## config.mk

```make
export PLATFORM = sky130hd
export DESIGN_NAME = sb_rx_payload_decoder_flat
export DESIGN_NICKNAME = d
export VERILOG_FILES = /design/src/rtl/sb_rx_payload_decoder_pkg.sv /design/src/rtl/sb_rx_payload_decoder_if.sv /design/src/rtl/sb_rx_payload_decoder_sync_fifo.sv /design/src/rtl/sb_rx_payload_decoder.sv /design/src/flat_wrapper.sv
export SDC_FILE = /design/constraint.sdc
export NUM_CORES = 1
export LEC_CHECK = 0
export CAP_MARGIN = 20
export CORE_MARGIN = 1.5
export CORE_UTILIZATION = 59
export CTS_CLUSTER_DIAMETER = 40
export DETAILED_ROUTE_END_ITERATION = 8
export GPL_ROUTABILITY_DRIVEN = 0
export PLACE_DENSITY = 0.9
export RECOVER_POWER = 100
export SLEW_MARGIN = 20
export SYNTH_ARGS = -nofsm -noshare
export SYNTH_HDL_FRONTEND = slang
export SYNTH_HIERARCHICAL = 1
export SYNTH_SLANG_ARGS = --single-unit
```

## constraint.sdc

```tcl
create_clock -name i_clk -period 8.6 [get_ports i_clk]
set_clock_uncertainty 0.05 [all_clocks]
set_input_delay 1.29 -clock i_clk [delete_from_list [all_inputs] [get_ports i_clk]]
set_output_delay 1.29 -clock i_clk [all_outputs]
set_load 0.02 [all_outputs]
```

## src/rtl/sb_rx_payload_decoder_pkg.sv

```systemverilog
// Shared types and decode rules for the sideband RX payload decoder.
// Queue entries carry a 16-bit payload; the top zero-extends it to OUT_W.
package sb_rx_pkg;

  localparam int unsigned PAYLOAD_W = 16;

  localparam logic [7:0] MSG_81 = 8'h81;
  localparam logic [7:0] MSG_85 = 8'h85;
  localparam logic [7:0] MSG_8A = 8'h8A;
  localparam logic [7:0] MSG_A5 = 8'hA5;
  localparam logic [7:0] MSG_AA = 8'hAA;

  // Subcode nibble sets as bitmasks indexed by the nibble value
  localparam logic [15:0] SN_SET_85    = 16'h04A2;  // {1,5,7,A}
  localparam logic [15:0] SN_SET_81_8A = 16'h0808;  // {3,B}

  typedef struct packed {
    logic [7:0]           code;
    logic [7:0]           subcode;
    logic [PAYLOAD_W-1:0] payload;
  } sb_rx_entry_t;

  typedef struct packed {
    logic                 hit;
    logic [PAYLOAD_W-1:0] payload;
  } sb_rx_decode_t;

  // Extract the message-specific field; hit=0 when code/subcode is unsupported
  function automatic sb_rx_decode_t sb_rx_decode(input logic [7:0]  code,
                                                 input logic [3:0]  sn,
                                                 input logic [15:0] lo,
                                                 input logic        b59);
    sb_rx_decode_t r;
    r = '0;
    case (code)
      MSG_85: begin
        r.hit     = SN_SET_85[sn];
        r.payload = PAYLOAD_W'({b59, lo[11], lo[7:6], lo[0]});
      end
      MSG_81, MSG_8A: begin
        r.hit     = SN_SET_81_8A[sn];
        r.payload = lo;
      end
      MSG_A5: begin
        r.hit     = (sn == 4'h0);
        r.payload = PAYLOAD_W'(lo[10:0]);
      end
      MSG_AA: begin
        r.hit     = (sn == 4'h0) || (sn == 4'hF);
        r.payload = (sn == 4'hF) ? lo : PAYLOAD_W'(lo[10:0]);
      end
      default: r = '0;
    endcase
    return r;
  endfunction

endpackage

```

## src/rtl/sb_rx_payload_decoder_if.sv

```systemverilog
// Output handshake bus of the sideband RX payload decoder.
interface sb_rx_payload_decoder_if #(
  parameter int unsigned OUT_W = 16
) ();
  logic             valid;
  logic             ready;
  logic [OUT_W-1:0] data;
  logic [7:0]       msg_code;
  logic [7:0]       msg_subcode;

  modport master (output valid, data, msg_code, msg_subcode, input ready);
  modport slave  (input valid, data, msg_code, msg_subcode, output ready);
endinterface

```

## src/rtl/sb_rx_payload_decoder_sync_fifo.sv

```systemverilog
// Single-clock FIFO with flush; a push into a full queue succeeds only with a same-cycle pop.
module sb_sync_fifo #(
  parameter int unsigned DEPTH = 4,
  parameter int unsigned WIDTH = 32
) (
  input  logic                     i_clk,
  input  logic                     i_rst_n,
  input  logic                     push,
  input  logic                     pop,
  input  logic                     flush,
  input  logic [WIDTH-1:0]         wdata,
  output logic [WIDTH-1:0]         rdata,
  output logic                     full,
  output logic                     empty,
  output logic [$clog2(DEPTH):0]   level
);
  localparam int unsigned AW = $clog2(DEPTH);
  localparam int unsigned LW = AW + 1;

  logic [WIDTH-1:0] mem [DEPTH];
  logic [AW-1:0]    wr_ptr;
  logic [AW-1:0]    rd_ptr;
  logic [LW-1:0]    count;
  logic             wr_ok;
  logic             rd_ok;

  assign full  = (count == LW'(DEPTH));
  assign empty = (count == '0);
  assign wr_ok = push && (!full || pop);
  assign rd_ok = pop && !empty;
  assign rdata = mem[rd_ptr];
  assign level = count;

  // Storage is reset so the head word reads zero out of reset
  always_ff @(posedge i_clk or negedge i_rst_n) begin
    if (!i_rst_n) begin
      for (int i = 0; i < int'(DEPTH); i++) mem[i] <= '0;
      wr_ptr <= '0;
      rd_ptr <= '0;
      count  <= '0;
    end else if (flush) begin
      wr_ptr <= '0;
      rd_ptr <= '0;
      count  <= '0;
    end else begin
      if (wr_ok) begin
        mem[wr_ptr] <= wdata;
        wr_ptr      <= wr_ptr + AW'(1);
      end
      if (rd_ok) rd_ptr <= rd_ptr + AW'(1);
      count <= count + LW'(wr_ok) - LW'(rd_ok);
    end
  end

endmodule

```

## src/rtl/sb_rx_payload_decoder.sv

```systemverilog
// Decodes sideband header/data phases into tagged payloads and queues them for the
// link-training consumers, with overflow and unsupported-message reporting.
module sb_rx_payload_decoder
  import sb_rx_pkg::*;
#(
  parameter int unsigned OUT_W        = 16,
  parameter int unsigned FIFO_DEPTH   = 4,
  parameter bit          PASS_UNKNOWN = 1'b0
) (
  input  logic                        i_clk,
  input  logic                        i_rst_n,
  input  logic                        i_header_is_valid_on_bus,
  input  logic                        i_data_enable,
  input  logic [63:0]                 i_data,
  input  logic                        i_flush,
  sb_rx_payload_decoder_if.master     out_if,
  output logic [$clog2(FIFO_DEPTH):0] o_level,
  output logic                        o_overflow,
  output logic                        o_decode_err
);

  logic [7:0]    code_q;
  logic [7:0]    subcode_q;
  sb_rx_decode_t dec_c;
  sb_rx_entry_t  entry_c;
  sb_rx_entry_t  head;
  logic          push_c;
  logic          pop_c;
  logic          full;
  logic          empty;
  logic          unused_data;

  assign unused_data = ^{i_data[63:60], i_data[58:40], i_data[31:22]};

  // Header capture; a data phase in the same cycle still sees the previous header
  always_ff @(posedge i_clk or negedge i_rst_n) begin
    if (!i_rst_n) begin
      code_q    <= '0;
      subcode_q <= '0;
    end else if (i_header_is_valid_on_bus) begin
      code_q    <= i_data[21:14];
      subcode_q <= i_data[39:32];
    end
  end

  always_comb begin
    dec_c           = sb_rx_decode(code_q, subcode_q[3:0], i_data[15:0], i_data[59]);
    entry_c.code    = code_q;
    entry_c.subcode = subcode_q;
    entry_c.payload = dec_c.hit ? dec_c.payload : i_data[15:0];
    push_c          = i_data_enable && (dec_c.hit || PASS_UNKNOWN) && !i_flush;
    pop_c           = !empty && out_if.ready;
  end

  sb_sync_fifo #(
    .DEPTH (FIFO_DEPTH),
    .WIDTH ($bits(sb_rx_entry_t))
  ) u_fifo (
    .i_clk   (i_clk),
    .i_rst_n (i_rst_n),
    .push    (push_c),
    .pop     (pop_c),
    .flush   (i_flush),
    .wdata   (entry_c),
    .rdata   (head),
    .full    (full),
    .empty   (empty),
    .level   (o_level)
  );

  assign out_if.valid       = !empty;
  assign out_if.data        = OUT_W'(head.payload);
  assign out_if.msg_code    = head.code;
  assign out_if.msg_subcode = head.subcode;

  // Sticky overflow and one-cycle drop pulse
  always_ff @(posedge i_clk or negedge i_rst_n) begin
    if (!i_rst_n) begin
      o_overflow   <= 1'b0;
      o_decode_err <= 1'b0;
    end else begin
      if (i_flush)                         o_overflow <= 1'b0;
      else if (push_c && full && !pop_c)   o_overflow <= 1'b1;
      o_decode_err <= i_data_enable && !dec_c.hit && !PASS_UNKNOWN;
    end
  end

endmodule

```

## src/flat_wrapper.sv

```systemverilog
// flat-port wrapper written by rule: the top's interface ports become plain ports
module sb_rx_payload_decoder_flat import sb_rx_pkg::*;
#(
  parameter int unsigned OUT_W        = 16,
  parameter int unsigned FIFO_DEPTH   = 4,
  parameter bit          PASS_UNKNOWN = 1'b0
)
  (i_clk, i_rst_n, i_header_is_valid_on_bus, i_data_enable, i_data, i_flush, o_level, o_overflow, o_decode_err, out_if_valid, out_if_data, out_if_msg_code, out_if_msg_subcode, out_if_ready);
  sb_rx_payload_decoder_if #(.OUT_W(OUT_W)) out_if_i ();
  input  logic i_clk;
  input  logic i_rst_n;
  input  logic i_header_is_valid_on_bus;
  input  logic i_data_enable;
  input  logic [63:0] i_data;
  input  logic i_flush;
  output logic [$clog2(FIFO_DEPTH):0] o_level;
  output logic o_overflow;
  output logic o_decode_err;
  output wire logic [$bits(out_if_i.valid)-1:0] out_if_valid;
  output wire logic [$bits(out_if_i.data)-1:0] out_if_data;
  output wire logic [$bits(out_if_i.msg_code)-1:0] out_if_msg_code;
  output wire logic [$bits(out_if_i.msg_subcode)-1:0] out_if_msg_subcode;
  input wire logic [$bits(out_if_i.ready)-1:0] out_if_ready;
  assign out_if_valid = out_if_i.valid;
  assign out_if_data = out_if_i.data;
  assign out_if_msg_code = out_if_i.msg_code;
  assign out_if_msg_subcode = out_if_i.msg_subcode;
  assign out_if_i.ready = out_if_ready;
  sb_rx_payload_decoder #(.OUT_W(OUT_W), .FIFO_DEPTH(FIFO_DEPTH), .PASS_UNKNOWN(PASS_UNKNOWN)) u_core (.i_clk(i_clk), .i_rst_n(i_rst_n), .i_header_is_valid_on_bus(i_header_is_valid_on_bus), .i_data_enable(i_data_enable), .i_data(i_data), .i_flush(i_flush), .out_if(out_if_i), .o_level(o_level), .o_overflow(o_overflow), .o_decode_err(o_decode_err));
endmodule
```

-- After elaboration in Yosys (flattened, before gate mapping)
Memories as Yosys holds them, arrays and structs flattened.
Cells that the tools add are included.
- logic and storage cells: 72
- bits in read-only memories: 32
- register bits after elaboration: 153
- output and inout bits: 38
- memories kept: 2
- memory list (memory ; depth ; width ; rd ports ; clocked after Yosys merged registers in ; wr ports ; line ; RTL):
    (no name shown) ; 16 ; 1 ; 1 ; 0 ; 0 ; sb_rx_payload_decoder_pkg.sv:41 ; r.hit = SN_SET_81_8A[sn];
    (no name shown) ; 16 ; 1 ; 1 ; 0 ; 0 ; sb_rx_payload_decoder_pkg.sv:37 ; r.hit = SN_SET_85[sn];
- equality and inequality tests: 7
- reductions and logical operators: 23
- multiplexer cells: 18
- order comparisons: 4
- bitwise gates (word level): 3
- add/subtract/negate cells: 4
- operator list (operator ; count):
    128-bit bitwise mux ; 1
    32-bit 2-to-1 mux ; 3
    17-bit case mux with 4 select lines ; 1
    32-bit binary-select mux with 2-bit select ; 1
    32-bit demux with 2-bit select ; 1
    8-bit equality test (second input constant) ; 5
    16-bit 2-to-1 mux ; 2
    1-bit logical AND ; 9
    2-bit 2-to-1 mux ; 4
    3-bit >= comparator (second input constant) ; 2
    2-bit inverter with 3-bit output ; 2
    2-bit nonzero test ; 3
    1-bit logical NOT ; 5
    4-bit by 5-bit < comparator with 1-bit output (second input constant) ; 1
    2-bit by 1-bit adder with 2-bit output (second input constant) ; 2
    4-bit equality test (second input constant) ; 1
    4-bit logical NOT ; 1
    1-bit 2-to-1 mux ; 4
    3-bit by 1-bit adder with 3-bit output ; 1
    3-bit equality test (second input constant) ; 1
    3-bit logical NOT ; 1
    3-bit by 1-bit < comparator with 1-bit output (second input constant) ; 1
    3-bit 2-to-1 mux ; 1
    3-bit by 1-bit subtractor with 3-bit output ; 1
    other kinds (4) ; 5

-- Depth between registers and ports, before layout
Gate-level depths: netlist of the first run.
- depth after elaboration: 9
- gate-level depth with buffers: 14
- gate-level depth less buffers: 14

-- By module
Netlist of the first run, hierarchy kept.
- modules (own cells, without submodules) (module ; instances ; cells each ; area each (sq um) ; seq. area each (sq um)):
    sb_sync_fifo ; 1 ; 359 ; 6363.6 ; 3378.2
    sb_rx_payload_decoder ; 1 ; 83 ; 1023.5 ; 450.4

-- Worst setup path after synthesis of the first run
OpenSTA, ideal clock, no wires.
- path type: input -> register
- from: input out_if_ready
- to: register u_core.u_fifo.count[2] (netlist: u_core/u_fifo/level[2])
- stages on the path: 11
- library setup time: 0.086 ns
- setup slack: 5.150 ns
- arrival: 3.314 ns
- required time: 8.464 ns
- cell sequence: nor2b_1 nor4b_4 nand2b_1 ha_1 inv_1 ha_1 inv_1 fa_1 xor2_1 and2_1 nor3_1
- cells in the longest elaborated chain, start to end: 6
- elaborated cells on any way between the ends: 7
- classes of those cells: add/sub (2); mux (1); reduce/logical (4)
- RTL lines (item ; line ; RTL):
    start: declaration ; flat_wrapper.sv:23 ; input wire logic [$bits(out_if_i.ready)-1:0] out_if_ready;
    1-bit logical AND * ; sb_rx_payload_decoder.sv:52 ; pop_c = !empty && out_if.ready;
    1-bit logical OR ; sb_rx_payload_decoder_sync_fifo.sv:29 ; assign wr_ok = push && (!full || pop);
    1-bit logical AND ; sb_rx_payload_decoder_sync_fifo.sv:29 ;
    3-bit by 1-bit adder with 3-bit output ; sb_rx_payload_decoder_sync_fifo.sv:51 ; count <= count + LW'(wr_ok) - LW'(rd_ok);
    3-bit by 1-bit subtractor with 3-bit output * ; sb_rx_payload_decoder_sync_fifo.sv:51 ;
    3-bit 2-to-1 mux * ; sb_rx_payload_decoder_sync_fifo.sv:41 ; end else if (flush) begin
    end signal: assignment ; sb_rx_payload_decoder_sync_fifo.sv:51 ;
    end: declaration ; sb_rx_payload_decoder_sync_fifo.sv:23 ; logic [LW-1:0] count;
Every way passes the cells marked *; elsewhere a longest branch is shown, timed or not.
A chain may end at the register's enable or synchronous reset.

-- Worst setup path after layout of the first run
- from: input i_flush
- to: register u_core/u_fifo/mem[12] (netlist name)
- cells in the longest elaborated chain, start to end: 4
- elaborated cells on any way between the ends: 5
- classes of those cells: bitwise (1); reduce/logical (4)
- RTL lines (item ; line ; RTL):
    start: declaration ; flat_wrapper.sv:15 ; input logic i_flush;
    1-bit logical NOT ; sb_rx_payload_decoder.sv:51 ; push_c = i_data_enable && (dec_c.hit || PASS_UNKNOWN) && !i_flush;
    1-bit logical AND ; sb_rx_payload_decoder.sv:51 ;
    named net u_core.push_c ; sb_rx_payload_decoder.sv:27 ; logic push_c;
    1-bit logical AND ; sb_rx_payload_decoder_sync_fifo.sv:29 ;
    2-bit AND reduction (no line) ; n/a ;
    end signal: indexed assignment ; sb_rx_payload_decoder_sync_fifo.sv:47 ; mem[wr_ptr] <= wdata;
    end: declaration ; sb_rx_payload_decoder_sync_fifo.sv:20 ; logic [WIDTH-1:0] mem [DEPTH];
The timed path passes the listed nets, and every way through them passes these cells.

==> key figures, run 1 <==
Outcome
  – Status: finished, violations left
  – Failing checks: max-capacitance violations, max-slew violations

Critical path
  – WP buf/inv: 2
  – CP Data Arrival Time: slightly below 6 ns
  – CP startpoint kind: input port
  – Largest stage delay, worst path: 2.19 ns
  – Cell family with most CP delay: simple AND/OR/NAND/NOR gates
  – R2R depth: 7
  – CP max FO: 23
  – R2r setup slk: 3.33 ns
  – Crit Path Class: input port to flip-flop
  – Endpoint class of the critical path: flip-flop
  – Crit-path cells: dlygate4sd3_1 > nor3b_1 > nor4bb_1 > buf_4 > mux2_1
  – Required @ worst endpoint: approximately 8.9 ns
  – Max stage delay cell, worst path: nor4bb_1
  – Worst r2r src: u_core/code_q[1]$_DFFE_PN0P_
  – Reg-to-reg endpoint: u_core/u_fifo/mem[12]$_DFFE_PN0P_

Power and ir drop
  – Leakage dissipation: 4.12 nW
  – Worst vdd ir: 0.000128 V
  – Power Density: between 150 and 200 mW/mm^2
  – Total power: 1.61 mW

Detailed routing
  – DRT iter0 DRCs: 190
  – Remaining DRCs: 0
  – Wire per inst: ~22 um
  – Post-route ant nets: 0
  – First drt pass iteration count: 4
  – Total Wirelength: about 16,000 um
  – Number of vias in the routed layout: approximately 4,000
  – DR vias/cell: slightly below 6

Die
  – DIE HEIGHT: 115 um
  – Starting Density: 61.0%
  – Die width: 115 um
  – Standard-cell rows: 40
  – Die ar.: 0.0132 sq mm
  – IO Pins: 108
  – Core Region: about 0.012 sq mm

Synth
  – Seq/Total Area, Yosys: 51.8%
  – Ys flop type: dfrtp_1
  – #FFs+latches synth: 153
  – Post-synth cell types: between 40 and 50
  – Largest area contributor in the netlist: dfrtp_1
  – Area share of the largest cell type after synthesis: 51.8%
  – Post-synthesis compound-gate area fraction: 1.63%
  – Post-synthesis xor/xnor area fraction: 0.237%
  – Post-synthesis mux area share: 37.1%
  – Post-Synth Adder-Cell Area: 1.29%
  – Synth top area cells: dfrtp_1, mux2_4, mux4_2, mux2_2, buf_6
  – Async SR Flop Fraction: 100%
  – Main combinational cell family by area after synthesis: multiplexers
  – Post-Synthesis Cell Area: around 0.0074 sq mm
  – Simple-gate share of the synthesized area: under 10%
  – Post-synthesis average cell area: 16.7 sq um
  – Post-Syn Instances: approximately 440
  – Ys Warns: 6
  – Post-synth EDFFs: 0
  – Syn Nets: 519

Clock tree
  – Clock slew at reported path FFs: 0.06 ns
  – Worst skew pair latency: roughly 0.43 ns
  – Post-CTS resize count: 0
  – H-tree depth: 4
  – CTS Sinks: 153
  – CTS tree: built
  – Root Driver: clkbuf_16
  – Max Root-Sink Buffers: 2
  – CTS Buf Count: 17
  – Post-CTS setup buffer count: 0
  – Hold-fix buffers, CTS: 0

Layout
  – N_diodes: 0
  – Area Growth Syn to Fin: 15.3%
  – Finished Layout Cells: 694
  – Final Cell Area: approximately 0.0085 sq mm
  – Fin util: 70.4%
  – Fill cells: 835
  – Nets: roughly 590
  – Share of cells above drive strength 1: between 20% and 30%

Timing
  – Pins Over Slew Limit: 183
  – Crit share post-route: 64.8%
  – Tightest hold margin: 0.440 ns
  – Relative slew margins: -148%
  – Final setup vio count: 0
  – Final worst slack: 3.03 ns
  – RSZ-0062 raised after global routing: false
  – Fin. Hold Viols: 0
  – Setup TNS: 0 ns
  – Fin crit period: 5.57 ns
  – Tightest Pin Transition: 3.73 ns
  – Fmax: ~180 MHz

Place
  – Pre-CTS WS: 3.77 ns
  – HPWL Detailed: roughly 9200 um
  – IO Port Bufs: 74
  – Placed cell count: roughly 660
  – Placed Area: approximately 0.0083 sq mm

Global route
  – Vias in the first global route: 4,651
  – First-pass GRT wire length: 25,500 um
  – Global route overflow: 0
  – Initial antenna violation count: 0
  – All-Layer GR Usage: approximately a quarter
  – Largest net degree at the start of global routing: 85

Min path
  – Hold path endpoint: u_core/u_fifo/mem[23]$_DFFE_PN0P_
  – Worst Hold Path Cells: 1
  – Hold path start: u_core/u_fifo/mem[23]$_DFFE_PN0P_
  – Worst Hold Class: flip-flop to flip-flop

Job
  – Max cap viols: 5
==> metal layers <==
metal	vias up	wire length (um)	global-route usage (%)	share of wire (%)
met3	31	685	6.11	4.4
li1	1763	-	-	-
met1	2191	6510	34.3	42
met2	121	7930	42.0	51
met4	0	391	11.4	2.5
met5	-	0	0	0
==> layout make-up <==
type | count | area [sq um] | area share, %
clock buffers | 20 | 447 | 5.24
clock inverters | 11 | 173 | 2.03
inverters | 8 | 30.0 | 0.352
multi-input cells | 253 | 3060 | 35.9
flip-flops and latches | 153 | 3830 | 44.9
well taps | 168 | 210 | 2.47
repair buffers | 81 | 776 | 9.10
==> cell families after synthesis <==
group                    Yosys count
multiplexers                     181
flip-flops                       153
AO/OA/AOI/OAI                     13
buffers and inverters             36
AND/OR/NAND/NOR                   50
adder cells (fa/ha/maj)            7
XOR/XNOR                           2
==> worst max path at each step <==
stage,from,to,slack (ns),depth (start not counted)
finish,i_flush,u_core/u_fifo/mem[12]$_DFFE_PN0P_,3.03,5
global route,i_flush,u_core/u_fifo/mem[30]$_DFFE_PN0P_,2.77,5
CTS,i_flush,u_core/u_fifo/mem[31]$_DFFE_PN0P_,4.18,5
detailed placement,i_flush,u_core/u_fifo/mem[31]$_DFFE_PN0P_,3.77,5
global placement,i_flush,u_core/u_fifo/mem[31]$_DFFE_PN0P_,3.78,5
floorplan,out_if_ready,u_core/u_fifo/level[2]$_DFF_PN0_,5.15,11
==> placed cells by master (no fill, tap or decap), types with 7 or more instances in the layout <==
master,synthesis,final
inv_1,8,8
mux2_4,92,16
nor2b_1,8,8
dlygate4sd3_1,0,40
mux4_2,32,32
mux2_2,55,55
dfrtp_1,153,152
clkbuf_16,0,17
clkbuf_1,7,7
clkdlybuf4s50_1,0,33
mux2_1,2,78
==> cell usage after synthesis, types with 2 or more instances <==
cell type and n:
a21oi_1 2, and2_1 7, buf_2 11, buf_6 10
clkbuf_1 7, dfrtp_1 153, ha_1 6, inv_1 8
mux2_1 2, mux2_2 55, mux2_4 92, mux4_2 32
nand2_1 5, nand2b_1 2, nor2_1 6, nor2b_1 8
nor3_1 3, nor3b_1 2, nor4bb_1 4, o31ai_1 2
xor2_1 2
==> state kept, by name, summed over array words and instances, names as in the netlist <==
| register | cells |
|---|---|
| u_core/code_q | 8 |
| u_core/o_decode_err | 1 |
| u_core/u_fifo/level | 3 |
| u_core/o_overflow | 1 |
| u_core/u_fifo/wr_ptr | 2 |
| u_core/u_fifo/rd_ptr | 2 |
| u_core/subcode_q | 8 |
| u_core/u_fifo/mem | 128 |
==> power breakdown <==
part	switching, mW	internal [mW]
combinational	0.0372	0.0377
sequential	0.0173	0.731
clock	0.294	0.492
total	0.349	1.26
Note: power is estimated with default switching activity, not from simulation.
==> inputs of run 2 (changes only) <==
Settings changed: CORE_UTILIZATION 59 to 55, PLACE_DENSITY 0.9 to 0.85.
Clock period 8.6 ns to 5.37 ns, I/O delays scaled along.
==> run 2 against run 1 <==
Net effect: the run still ends with max-capacitance violations, max-slew violations left; clock power up 63%; first-iteration DRC count is 49% higher; critical path depth up 9; register-to-register slack got worse by 2.1 ns; hold slack worse by 0.0045 ns; count of clock-buffer cells in the layout down 1; utilization decreased by 5.6 points.
==> key figures, run 2 (synthesized netlist as in run 1, its figures left out) <==
Critical path
  – CP max FO: 13
  – CP Data Arrival Time: 4.46 ns
  – CP startpoint kind: flip-flop
  – Required @ worst endpoint: 5.64 ns
  – Endpoint class of the critical path: flip-flop
  – Crit Path Class: flip-flop to flip-flop

Layout
  – N_diodes: 0
  – Commonest non-fill, non-tap cell in the layout: dfrtp_1
  – Biggest register: u_core/u_fifo/mem
  – Fill cells: around 970
  – Max FFs per register: roughly 130
  – Top flop regs: u_core/u_fifo/mem: 128 flops, u_core/code_q: 8 flops, u_core/subcode_q: 8 flops
  – Nets: a little under 600
  – Share of cells above drive strength 1: about 28%
  – Leading cell types in the layout, fill and taps excluded: dfrtp_1, mux2_1, mux2_2
  – Fin util: 64.8%
  – Area Growth Syn to Fin: 15.7%

Clock tree
  – Post-CTS setup buffer count: 0
  – Root Driver: clkbuf_16
  – CTS tree: built
  – CTS Buf Count: 17
  – Hold-fix buffers, CTS: 0
  – Clock slew at reported path FFs: 0.06 ns
  – H-tree depth: 4
  – CTS Sinks: 153
  – Post-CTS resize count: 0
  – Worst skew pair latency: 0.42 ns
  – Max Root-Sink Buffers: 2

Timing
  – Fin crit period: 4.19 ns
  – Setup TNS: 0 ns
  – Tightest Pin Transition: 2.65 ns
  – Pins Over Slew Limit: 111
  – Fin. Hold Viols: 0
  – Fmax: 239 MHz
  – Relative slew margins: -76.4%
  – RSZ-0062 raised after global routing: false
  – Crit share post-route: 78.0%
  – Final setup vio count: 0

Die
  – Die width: 119 um
  – DIE HEIGHT: roughly 120 um
  – Standard-cell rows: 42
  – Starting Density: 56.0%
  – Die ar.: 0.0141 sq mm
  – Core Region: 0.0132 sq mm
  – IO Pins: 108

Power and ir drop
  – Sequential power share: 46.1%
  – Clock Power Share: 49.4%
  – Switch share: 21.0%
  – Combinational power share: 4.5%
  – Sw power: about 0.54 mW
  – Leakage dissipation: 4.15 nW
  – Power Density: 304 mW/mm^2
  – Cell-internal power: 2.05 mW
  – Worst vdd ir: 0.000203 V

Detailed routing
  – Remaining DRCs: 0
  – DR vias/cell: 5.62
  – Total Wirelength: 14,800 um
  – First drt pass iteration count: 4
  – Number of vias in the routed layout: about 4,000
  – Wire per inst: 20.9 um
  – DRT iter0 DRCs: 283
  – Post-route ant nets: 0

Place
  – HPWL Detailed: between 9000 and 10,000 um
  – IO Port Bufs: 74

Outcome
  – Status: finished, violations left
  – Failing checks: max-capacitance violations, max-slew violations

Global route
  – Vias in the first global route: 4,523
  – Global route overflow: 0
  – Largest net degree at the start of global routing: between 100 and 150
  – First-pass GRT wire length: 24,900 um
  – All-Layer GR Usage: 23.1%
  – Initial antenna violation count: 0

Job
  – Max cap viols: 1

Min path
  – Worst Hold Class: flip-flop to flip-flop
run 2: cell count changes in the layout (fill, tap and decap cells not counted), sizes merged:
cell,before,now
buf,3,1
bufinv,4,5
clkbuf,25,28
clkdlybuf4s50,33,35
clkinv,3,6
clkinvlp,4,1
dlygate4sd3,40,38
inv,8,9
run 2: layout make-up:
cell class / instances / area [sq um] / share of cell area (%)
Sequential cell: 153 / 3830 / 44.9
Clock buffer: 19 / 433 / 5.07
Timing Repair Buffer: 83 / 791 / 9.25
Clock inverter: 13 / 200 / 2.34
Multi-Input combinational cell: 253 / 3040 / 35.5
Inverter: 8 / 30.0 / 0.351
Tap cell: 176 / 220 / 2.58
run 2: per-stage QoR:
| step | hold WS, ns | cells | setup slack [ns] | instance area [sq um] | power [mW] |
|---|---|---|---|---|---|
| final | 0.436 | 705 | 1.18 | 8550 | 2.60 |
| after global routing | 0.453 | 705 | 0.827 | 8550 | 2.69 |
| after CTS | 0.451 | 705 | 1.52 | 8920 | 2.63 |
| after detailed placement | 0.437 | 673 | 1.27 | 8290 | 1.35 |
| after global placement | 0.412 | 673 | 1.34 | 8290 | 1.34 |
| after floorplan | 0.402 | 442 | 2.26 | 7390 | 1.27 |
run 2: path summary, 6_finish.rpt:
| path | start | endpoint | slack, ns | depth (start not counted) |
|---|---|---|---|---|
| worst max-delay path | u_core/code_q[4]$_DFFE_PN0P_ | u_core/u_fifo/level[2]$_DFF_PN0_ | 1.18 | 14 |
| worst min-delay path | u_core/u_fifo/mem[21]$_DFFE_PN0P_ | u_core/u_fifo/mem[21]$_DFFE_PN0P_ | 0.44 | 1 |
| worst max register to register | u_core/code_q[4]$_DFFE_PN0P_ | u_core/u_fifo/level[2]$_DFF_PN0_ | 1.18 | 14 |
| min in group asynchronous | i_rst_n | u_core/subcode_q[6]$_DFFE_PN0P_ | 1.17 | 1 |
| max in group asynchronous | i_rst_n | u_core/u_fifo/mem[72]$_DFFE_PN0P_ | 1.91 | 2 |
| worst min register to register | u_core/u_fifo/mem[21]$_DFFE_PN0P_ | u_core/u_fifo/mem[21]$_DFFE_PN0P_ | 0.44 | 1 |
run 2: power groups by stage:
stage               clock, mW  sequential, mW  combinational, mW
global route             1.36            1.20              0.128
detailed placement          0            1.22              0.127
finish                   1.28            1.20              0.117
CTS                      1.31            1.20              0.129
global placement            0            1.22              0.123
floorplan                   0            1.21             0.0570
run 2: critical path, cell delays in order, from the launching register on:
cell,delay [ns]
dfrtp_1,0.43
nor3b_1,0.44
and2b_1,0.21
and3_1,0.66
nor3_1,0.15
nor3b_1,0.52
nand2b_1,0.21
ha_1,0.31
inv_1,0.06
ha_1,0.13
inv_1,0.05
fa_1,0.40
xor2_1,0.16
and2_0,0.17
nor3_1,0.13
run 2: routing by layer:
| layer | vias up | wire [um] | GRT usage, % |
|---|---|---|---|
| li1 | 1761 | - | - |
| met1 | 2119 | 6340 | 30.0 |
| met2 | 67 | 7770 | 38.2 |
| met3 | 15 | 415 | 6.37 |
| met4 | 0 | 239 | 7.38 |
| met5 | - | 0 | 0 |
==> inputs of run 3 (changes only) <==
Settings changed: CORE_UTILIZATION 55 to 49, PLACE_DENSITY 0.85 to 0.8.
Clock period 5.37 ns to 3.7 ns, I/O delays scaled along.
==> run 3 against run 2 <==
Net effect: critical path type unchanged; wire length increased by 1.3%; clock power increased by 33%; design area increased by 0.15%; sequential share of layout area decreased by 0.11 points; register-to-register slack got worse by 0.93 ns; power increased by 39%; largest cell class unchanged; flip-flop and latch count unchanged; the run ends with design-rule violations, max-capacitance violations, max-slew violations left; critical path depth decreased by 5; maximum frequency increased by 22%; via count increased by 3.0%; cell count increased by 2.4%.
==> key figures, run 3 (synthesized netlist as in run 1, its figures left out) <==
Clock tree
  – H-tree depth: 4
  – Max Root-Sink Buffers: 2
  – Root Driver: clkbuf_16
  – Post-CTS resize count: 0
  – CTS tree: built
  – Clock slew at reported path FFs: 0.06 ns
  – Worst skew pair latency: 0.42 ns
  – CTS Buf Count: 17
  – Hold-fix buffers, CTS: 0
  – CTS Sinks: 153
  – Post-CTS setup buffer count: 0

Die
  – Core Region: about 0.015 sq mm
  – Starting Density: approximately half
  – Die ar.: ~0.016 sq mm
  – Standard-cell rows: 44
  – IO Pins: about 110
  – Die width: 126 um
  – DIE HEIGHT: 126 um

Power and ir drop
  – Power Density: 422 mW/mm^2
  – Leakage dissipation: 4.17 nW
  – Worst vdd ir: 0.000320 V

Critical path
  – Crit Path Class: flip-flop to flip-flop
  – Crit-path cells: nor4b_1 > o2111a_1 > nor3_1 > nor3b_1 > clkbuf_1 > nand2_1 > nor3_2 > buf_4 > mux2_2
  – Worst r2r src: u_core/code_q[1]$_DFFE_PN0P_
  – R2r setup slk: roughly 0.26 ns
  – CP startpoint kind: flip-flop
  – Reg-to-reg endpoint: u_core/u_fifo/mem[32]$_DFFE_PN0P_
  – Largest stage delay, worst path: roughly 0.60 ns
  – Required @ worst endpoint: slightly below 4 ns
  – CP Data Arrival Time: 3.70 ns
  – Endpoint class of the critical path: flip-flop
  – R2R depth: 9
  – Max stage delay cell, worst path: nor3_2
  – CP max FO: 9

Place
  – IO Port Bufs: between 70 and 80
  – Placed cell count: 690
  – Placed Area: 0.00837 sq mm
  – HPWL Detailed: 9510 um
  – Pre-CTS WS: around 0.33 ns

Detailed routing
  – DRT iter0 DRCs: 157
  – Wire per inst: 20.7 um
  – DR vias/cell: 5.65
  – Remaining DRCs: 5
  – Number of vias in the routed layout: 4,082
  – Post-route ant nets: 0
  – First drt pass iteration count: 9
  – Total Wirelength: 15,000 um

Outcome
  – Failing checks: design-rule violations, max-capacitance violations, max-slew violations
  – Status: finished, violations left

Timing
  – Final worst slack: 0.255 ns
  – Final setup vio count: 0
  – Fin. Hold Viols: 0
  – RSZ-0062 raised after global routing: false
  – Setup TNS: 0 ns
  – Relative slew margins: -82.2%
  – Fin crit period: 3.44 ns
  – Tightest Pin Transition: between 2 and 3 ns
  – Pins Over Slew Limit: 62
  – Fmax: between 200 and 300 MHz
  – Crit share post-route: 93.1%

Global route
  – Global route overflow: 0
  – Vias in the first global route: 4,635
  – Initial antenna violation count: 0
  – First-pass GRT wire length: 25,400 um
  – All-Layer GR Usage: 20.9%
  – Largest net degree at the start of global routing: 62

Layout
  – Multi-input gate area: 0.00304 sq mm
  – Max FFs per register: about 130
  – Final Cell Area: 0.00856 sq mm
  – N_diodes: 0
  – Top flop regs: u_core/u_fifo/mem: 128 flops, u_core/code_q: 8 flops, u_core/subcode_q: 8 flops
  – Fill cells: 1,151
  – Commonest non-fill, non-tap cell in the layout: dfrtp_1
  – Share of cells above drive strength 1: 29.6%
  – Leading cell types in the layout, fill and taps excluded: dfrtp_1, mux2_1, mux2_2
  – Register area: 0.00383 sq mm
  – Biggest register: u_core/u_fifo/mem
  – Nets: 602
  – Area Growth Syn to Fin: 15.9%
  – Finished Layout Cells: 722

Min path
  – Hold path start: u_core/u_fifo/mem[125]$_DFFE_PN0P_
  – Hold path endpoint: u_core/u_fifo/mem[125]$_DFFE_PN0P_
  – Worst Hold Path Cells: 1
  – Worst Hold Class: flip-flop to flip-flop

Job
  – Max cap viols: 1
run 3: layout make-up:
class | instances | area share [%]
Inverter | 8 | 0.351
Tap cell | 184 | 2.69
Sequential cell | 153 | 44.8
Clock buffer | 21 | 5.26
Clock inverter | 11 | 1.45
Timing Repair Buffer | 92 | 10.0
Multi-Input combinational cell | 253 | 35.5
run 3: power breakdown:
part / leakage, nW / switching (mW) / internal, mW / total (mW)
sequential: 2.10 / 0.0382 / 1.70 / 1.74
combinational: 1.80 / 0.0839 / 0.0893 / 0.173
clock: 0.273 / 0.688 / 1.01 / 1.70
run 3: per-layer routing:
layer | vias up | track usage [%] | routed length, um
li1 | 1803 | - | -
met1 | 2150 | 28.5 | 6620
met2 | 103 | 33.1 | 7400
met3 | 26 | 4.63 | 639
met4 | 0 | 7.78 | 297
met5 | - | 0 | 0
run 3: per-stage QoR:
step / util, % / hold slack [ns] / power, mW
finish: 58.4 / 0.434 / 3.61
global route: 58.4 / 0.452 / 3.73
CTS: 61.0 / 0.0553 / 3.66
detailed placement: 57.1 / 0.425 / 1.96
global placement: 57.1 / 0.412 / 1.95
floorplan: - / 0.209 / 1.84
run 3: worst max-delay path by stage:
stage / from / end / cells after the start
after CTS: u_core/code_q[1]$_DFFE_PN0P_ / u_core/u_fifo/level[2]$_DFF_PN0_ / 13
final: u_core/code_q[1]$_DFFE_PN0P_ / u_core/u_fifo/mem[32]$_DFFE_PN0P_ / 9
after global placement: u_core/code_q[1]$_DFFE_PN0P_ / u_core/u_fifo/level[2]$_DFF_PN0_ / 13
after global routing: u_core/code_q[3]$_DFFE_PN0P_ / u_core/u_fifo/level[2]$_DFF_PN0_ / 13
after detailed placement: u_core/code_q[1]$_DFFE_PN0P_ / u_core/u_fifo/level[2]$_DFF_PN0_ / 13
after floorplan: u_core/subcode_q[0]$_DFFE_PN0P_ / u_core/u_fifo/level[2]$_DFF_PN0_ / 14
run 3: worst max-delay path: cells and delay by family, from the launching register on:
| family | cells | cell delay (ns) |
|---|---|---|
| flops | 1 | 0.45 |
| simple gates | 5 | 1.55 |
| buf+inv | 2 | 0.53 |
| compound gates | 1 | 0.39 |
| mux | 1 | 0.35 |
